<file path="src/rtl/ram_if.sv">
// Bus bundle for the single-port word RAM: address, select, operation, write
// data and registered read data. The master drives the access and the slave
// (the RAM) returns read data.

`ifndef READ
`define READ 1'b0
`endif
`ifndef WRITE
`define WRITE 1'b1
`endif

interface ram_if #(
  parameter int word_size   = 20,
  parameter int word_amount = 30
);
  logic [$clog2(word_amount)-1:0] address;
  logic                           select;
  logic                           operation;
  logic [word_size-1:0]           wdata;
  logic [word_size-1:0]           rdata;

  modport master (
    output address,
    output select,
    output operation,
    output wdata,
    input  rdata
  );

  modport slave (
    input  address,
    input  select,
    input  operation,
    input  wdata,
    output rdata
  );
endinterface

</file>
<file path="src/rtl/ram.sv">
// Single-port synchronous word RAM. One access per clock: select=1 with
// operation=1 writes wdata into the addressed word, and select=1 with
// operation=0 loads the addressed word into the registered rdata. Addresses
// at or beyond word_amount are ignored on write and read back as zero.
// Storage is a flop array so the asynchronous reset can clear every word.

module ram #(
  parameter int word_size   = 20,
  parameter int word_amount = 30
) (
  input  logic   clk,
  input  logic   rst_n,
  ram_if.slave   bus
);

  localparam int   addr_w   = $clog2(word_amount);
  localparam logic op_write = 1'b1;

  logic [word_size-1:0] mem_q [word_amount];
  logic [word_size-1:0] mem_d [word_amount];
  logic [word_size-1:0] rdata_q;
  logic [word_size-1:0] rdata_d;
  logic                 wr_en_s;
  logic                 rd_en_s;
  logic [word_size-1:0] rd_word_s;

  assign wr_en_s  = bus.select & (bus.operation == op_write);
  assign rd_en_s  = bus.select & (bus.operation != op_write);
  assign bus.rdata = rdata_q;

  // Read mux: OR of the one word whose index matches; no match (out of range) gives zero
  always_comb begin
    rd_word_s = {word_size{1'b0}};
    for (int i = 0; i < word_amount; i++) begin
      rd_word_s = rd_word_s |
                  ({word_size{bus.address == addr_w'(i)}} & mem_q[i]);
    end
  end

  // Next-state for storage words and the read register
  always_comb begin
    for (int i = 0; i < word_amount; i++) begin
      mem_d[i] = (wr_en_s && (bus.address == addr_w'(i))) ? bus.wdata : mem_q[i];
    end
    if (rd_en_s) begin
      rdata_d = rd_word_s;
    end else begin
      rdata_d = rdata_q;
    end
  end

  // State registers; reset clears every word and the read data immediately
  always_ff @(posedge clk or negedge rst_n) begin
    if (!rst_n) begin
      for (int i = 0; i < word_amount; i++) begin
        mem_q[i] <= {word_size{1'b0}};
      end
      rdata_q <= {word_size{1'b0}};
    end else begin
      for (int i = 0; i < word_amount; i++) begin
        mem_q[i] <= mem_d[i];
      end
      rdata_q <= rdata_d;
    end
  end

endmodule

</file>
<file path="src/flat_wrapper.sv">
// flat-port wrapper written by rule: the top's interface ports become plain ports
module ram_flat 
#(
  parameter int word_size   = 20,
  parameter int word_amount = 30
)
  (clk, rst_n, bus_address, bus_select, bus_operation, bus_wdata, bus_rdata);
  ram_if #(.word_size(word_size), .word_amount(word_amount)) bus_i ();
  input  logic clk;
  input  logic rst_n;
  input wire logic [$bits(bus_i.address)-1:0] bus_address;
  input wire logic [$bits(bus_i.select)-1:0] bus_select;
  input wire logic [$bits(bus_i.operation)-1:0] bus_operation;
  input wire logic [$bits(bus_i.wdata)-1:0] bus_wdata;
  output wire logic [$bits(bus_i.rdata)-1:0] bus_rdata;
  assign bus_i.address = bus_address;
  assign bus_i.select = bus_select;
  assign bus_i.operation = bus_operation;
  assign bus_i.wdata = bus_wdata;
  assign bus_rdata = bus_i.rdata;
  ram #(.word_size(word_size), .word_amount(word_amount)) u_core (.clk(clk), .rst_n(rst_n), .bus(bus_i));
endmodule
</file>
<file path="config.mk">
export PLATFORM = sky130hd
export DESIGN_NAME = ram_flat
export DESIGN_NICKNAME = d
export VERILOG_FILES = /design/src/rtl/ram_if.sv /design/src/rtl/ram.sv /design/src/flat_wrapper.sv
export SDC_FILE = /design/constraint.sdc
export NUM_CORES = 1
export LEC_CHECK = 0
export ABC_AREA = 1
export CORE_MARGIN = 2
export CORE_UTILIZATION = 35
export DETAILED_ROUTE_END_ITERATION = 16
export MAX_ROUTING_LAYER = met4
export SLEW_MARGIN = 20
export SYNTH_ARGS = -nofsm -noshare
export SYNTH_HDL_FRONTEND = slang
export SYNTH_SLANG_ARGS = --single-unit
</file>
<file path="constraint.sdc">
create_clock -name clk -period 1 [get_ports clk]
set_input_delay 0.2 -clock clk [delete_from_list [all_inputs] [get_ports clk]]
set_output_delay 0.2 -clock clk [all_outputs]
set_load 0.1 [all_outputs]
</file>
==> Word-level counts from Yosys, hierarchy flattened <==
Cells that the tools add are included.
{ "totals": {"register_bits": 620, "input_bits": 29, "output_inout_bits": 20, "wordCells": 153} }
{ "op_classes": {"n_eq_ne": 29, "bitwise": 62, "n_reduce_logical": 31} }
{ "ops": {"columns": ["operator", "n"], "rows": [
  ["$and A20 B20 Y20", 30],
  ["$or A20 B20 Y20", 29],
  ["$eq A5 B5 Y1 const B", 14],
  ["$eq A5 B4 Y1 const B", 8],
  ["$logic_and A1 B1 Y1", 30],
  ["$eq A5 B3 Y1 const B", 4],
  ["$eq A5 B2 Y1 const B", 2],
  ["$eq A5 B1 Y1 const B", 1],
  ["$logic_not A5 Y1", 1],
  ["$and A1 B1 Y1", 2],
  ["$not A1 Y1", 1]
]} }

==> Logic depth before layout (Yosys ltp) <==
{ "depth": {"ltp_word": 31, "ltp_mapped": 10, "ltp_nobuf": 9} }

==> Worst setup path before layout <==
Ideal clock, no wire load.
{ "synth_timing": {"path_kind": "input -> register", "startpoint": "in bus_address[4]", "endpoint": "reg u_core.rdata_q[8] (netlist: u_core.bus.rdata[8])", "setup_ns": 0.078, "arrival_time_ns": 1.299, "t_required_ns": 0.922, "path_slack_ns": -0.377, "stages": 10, "cell_sequence": "buf_4 inv_2 buf_2 clkbuf_1 nand4_1 nand2_1 nor2_1 nand2_1 nor2_1 a21oi_1"} }
{ "synth_between": {"elab_chain_cells": 31, "elab_cells_between_ends": 89, "cone_classes": "eq/ne: 29; bitwise: 59; reduce/logical: 1"} }
{ "synth_lines": {"columns": ["element", "line_no", "text"], "rows": [
  ["start: declaration", "flat_wrapper.sv:11", "input wire logic [$bits(bus_i.address)-1:0] bus_address;"],
  ["$eq A5 B1 Y1 / $logic_not A5 Y1 (equally long branches)", "ram.sv:36", "({word_size{bus.address == addr_w'(i)}} & mem_q[i]);"],
  ["$and A20 B20 Y20", "ram.sv:36", null],
  ["$or A20 B20 Y20 (28 in a row)", "ram.sv:35", "rd_word_s = rd_word_s |"],
  ["$or A20 B20 Y20 (*)", "ram.sv:35", null],
  ["end signal: assignment", "ram.sv:58", "rdata_q <= {word_size{1'b0}};"],
  ["end signal: assignment", "ram.sv:63", "rdata_q <= rdata_d;"],
  ["end: declaration", "ram.sv:21", "logic [word_size-1:0] rdata_q;"]
]} }
Mark *: on every way between the ends. The rest lies on a longest branch, timed or not.
A chain may end at the register's enable or synchronous reset.

==> Final worst setup path <==
{ "layout_timing": {"startpoint": "reg u_core.rdata_q[9] (netlist: u_core.bus.rdata[9])", "endpoint": "out bus_rdata[9]"} }
{ "layout_lines": {"columns": ["element", "line_no", "text"], "rows": [
  ["end: declaration", "flat_wrapper.sv:15", "output wire logic [$bits(bus_i.rdata)-1:0] bus_rdata;"]
]} }
No word-level cell between the ends.

==> run metrics <==
Syn Inst Count=3471; CP max stage delay=470 ps; vias in the first global route=26032; fmax=0.676 GHz; routed wire length=116000 µm; FP Rows=103; detailed-route vias per instance=5.73; DRC viols=0; Post-Syn Nets=3500; post-DP HPWL=55900 µm; first-pass GRT wire length=162000 µm; worst path cell trace=buf_12; failing checks=setup timing; CP required=800 ps; FF+latch area=0.0155 mm²; slowest cell on the critical path=dfrtp_2; Setup-failing EPs final=343; Final Hold Vio Count=0; worst hold-check path type=in -> async; I/O pin count=49; CP Launch Type=register; filler cell count=6761; sequential fraction of the synthesis area=55.4%; share of cells above drive strength 1=31.7%; GRT Overall Usage=26.4%; placer's final routability congestion estimate=0.846; Tcrit/Tclk final=148%; dpl ws=-1320 ps; RSZ-0062 raised after global routing=true; crit path max fanout=2; P&R area growth vs syn=49.1%; NumNets Final=3822; antenna viol nets, final=0; Core Area=0.0791 mm²; worst r2r src=u_core.mem_q[311]; drt wl/cell=23.7 µm; initial core utilization=35.4%; Netlist Area Pre-Place=0.0280 mm²; # placed instances=4529; maxcap violations=0; CTS root buffer=clkbuf_16; worst path bufs/invs=1; CTS tree=built; fin cells=4896; IO buf count=48; total number of vias=28076; Overflow after GRT=0; Layout Utilization=52.8%; die area=0.0823 mm²; clk sinks=620; Worst setup startpoint=u_core.bus.rdata[9]; die height=287 µm; antenna violations before repair=1; CTS Buf Count=67; Die X=287 µm; Clock transition at path regs=60 ps; CP endpoint kind=primary output; Post-Syn Area per Cell=8.07 µm²; register bit total from synthesis=620; Top Family by Delay on Critical Path=flip-flops; Yosys cell types=16; Multi-input gate area=0.0135 mm²; Setup Skew=15.4 ps; minimum clock period=1480 ps; status=complete, but fails checks; Max rail drop VDD=1.22 mV; Pins Over Slew Limit=0; Relative slew margins=76.9%; setup TNS=-43240 ps; clock buffer depth=3; CTS H-tree depth=3; crit path kind=reg -> out; drt first pass iters=7; Ys Warns=0; initial DRC count=3742; fin worst setup slack=-479 ps; P_leak=0.0195 µW; largest net degree at the start of global routing=59; PwrDens=1620 mW/mm²; r2r setup slk=-320 ps; Worst Reg-to-Reg Cells=7; hold_ws=182 ps; Clock Latency Late Sink=610 ps; CP arrival=1280 ps; Tightest Pin Transition=345 ps; reg2reg end=u_core.bus.rdata[11]
-- Yosys cell counts --
cell | n | area, µm²
clkbuf_1 | 235 | 882
nor2_2 | 2 | 12.5
o21ai_1 | 14 | 70.1
nand4_1 | 116 | 726
buf_1 | 14 | 52.6
inv_2 | 1 | 3.75
clkinv_1 | 1 | 3.75
nand2_1 | 980 | 3680
buf_2 | 72 | 360
nor2_1 | 257 | 965
inv_1 | 56 | 210
dfrtp_1 | 620 | 15500
o21ai_0 | 596 | 2980
buf_4 | 2 | 15.0
a21oi_1 | 20 | 100
nand3_1 | 485 | 2430
-- tightest hold or removal path, stage by stage --
cell and delay (ps):
dlygate4sd3_1 560, buf_8 170, buf_12 200
-- registers in the layout, indices dropped and copies added (netlist names) --
register and flops:
u_core.mem_q 600, u_core.bus.rdata 20
-- final cells by class --
class | count | share of cell area (%)
sequential | 620 | 37.2
clock inverter | 11 | 0.431
multi-input combinational | 2470 | 32.4
inverter | 58 | 0.680
clock buffer | 110 | 5.14
timing repair buffer | 576 | 21.0
tap | 1050 | 3.15
antenna | 1 | 0.00599
-- cell usage in the layout, fill, tap and decap left out, types with 95 or more instances in the layout --
| master | n |
|---|---|
| nand2_2 | 123 |
| buf_4 | 180 |
| o21ai_2 | 116 |
| nand3_1 | 399 |
| o21ai_1 | 194 |
| nand2_4 | 95 |
| nand2_1 | 758 |
| dfrtp_1 | 600 |
| o21ai_0 | 297 |
| clkbuf_16 | 105 |
| buf_12 | 189 |
| nor2_1 | 163 |
| nand4_1 | 116 |
-- power by group --
group	leakage, µW	internal, µW	switching, µW
clock network	0.00115	15900	10600
logic	0.0101	4640	5910
registers	0.00823	28400	2400
total	0.0195	48900	18900
-- cells by family (layout without fill, tap and decap cells) --
| group | Yosys count | count (layout) | share of synthesized area, % |
|---|---|---|---|
| other cells | 0 | 1 | 0 |
| buf+inv | 381 | 755 | 5.46 |
| flops | 620 | 620 | 55.4 |
| simple gates | 1840 | 1840 | 27.9 |
| compound gates | 630 | 630 | 11.3 |
-- metal layers --
| layer | wire [µm] | share of wire, % | global-route usage (%) |
|---|---|---|---|
| met3 | 14200 | 12 | 5.26 |
| met2 | 50200 | 43 | 38.2 |
| met1 | 47600 | 41 | 36.6 |
| met4 | 4110 | 3.5 | 9.39 |
| met5 | 0 | 0 | - |
-- repair_timing --
action                                  4_1_cts  5_1_grt
gates cloned                                 53       44
endpoints found under the hold margin       620        0
endpoints found under the setup margin      640      602
setup buffers                               101       72
pin swaps                                   156      162
resized for setup                           499      602
hold buffers                                  3        0
-- per-stage QoR --
| step | instance area [µm²] | total power (µW) |
|---|---|---|
| 2_1_floorplan | 28900 | 34700 |
| 3_3_place_gp | 32700 | 38400 |
| 3_5_place_dp | 32700 | 38600 |
| 4_1_cts | 38700 | 66000 |
| 5_1_grt | 41800 | 70200 |
| 6_report | 41800 | 67800 |
-- worst max-delay path by stage --
stage | cells past startpoint | end
2_1_floorplan | 10 | u_core.bus.rdata[10]
3_3_place_gp | 12 | u_core.bus.rdata[17]
3_5_place_dp | 13 | u_core.bus.rdata[2]
4_1_cts | 1 | bus_rdata[8]
5_1_grt | 1 | bus_rdata[9]
6_report | 1 | bus_rdata[9]
Note: power is estimated with default switching activity, not from simulation.
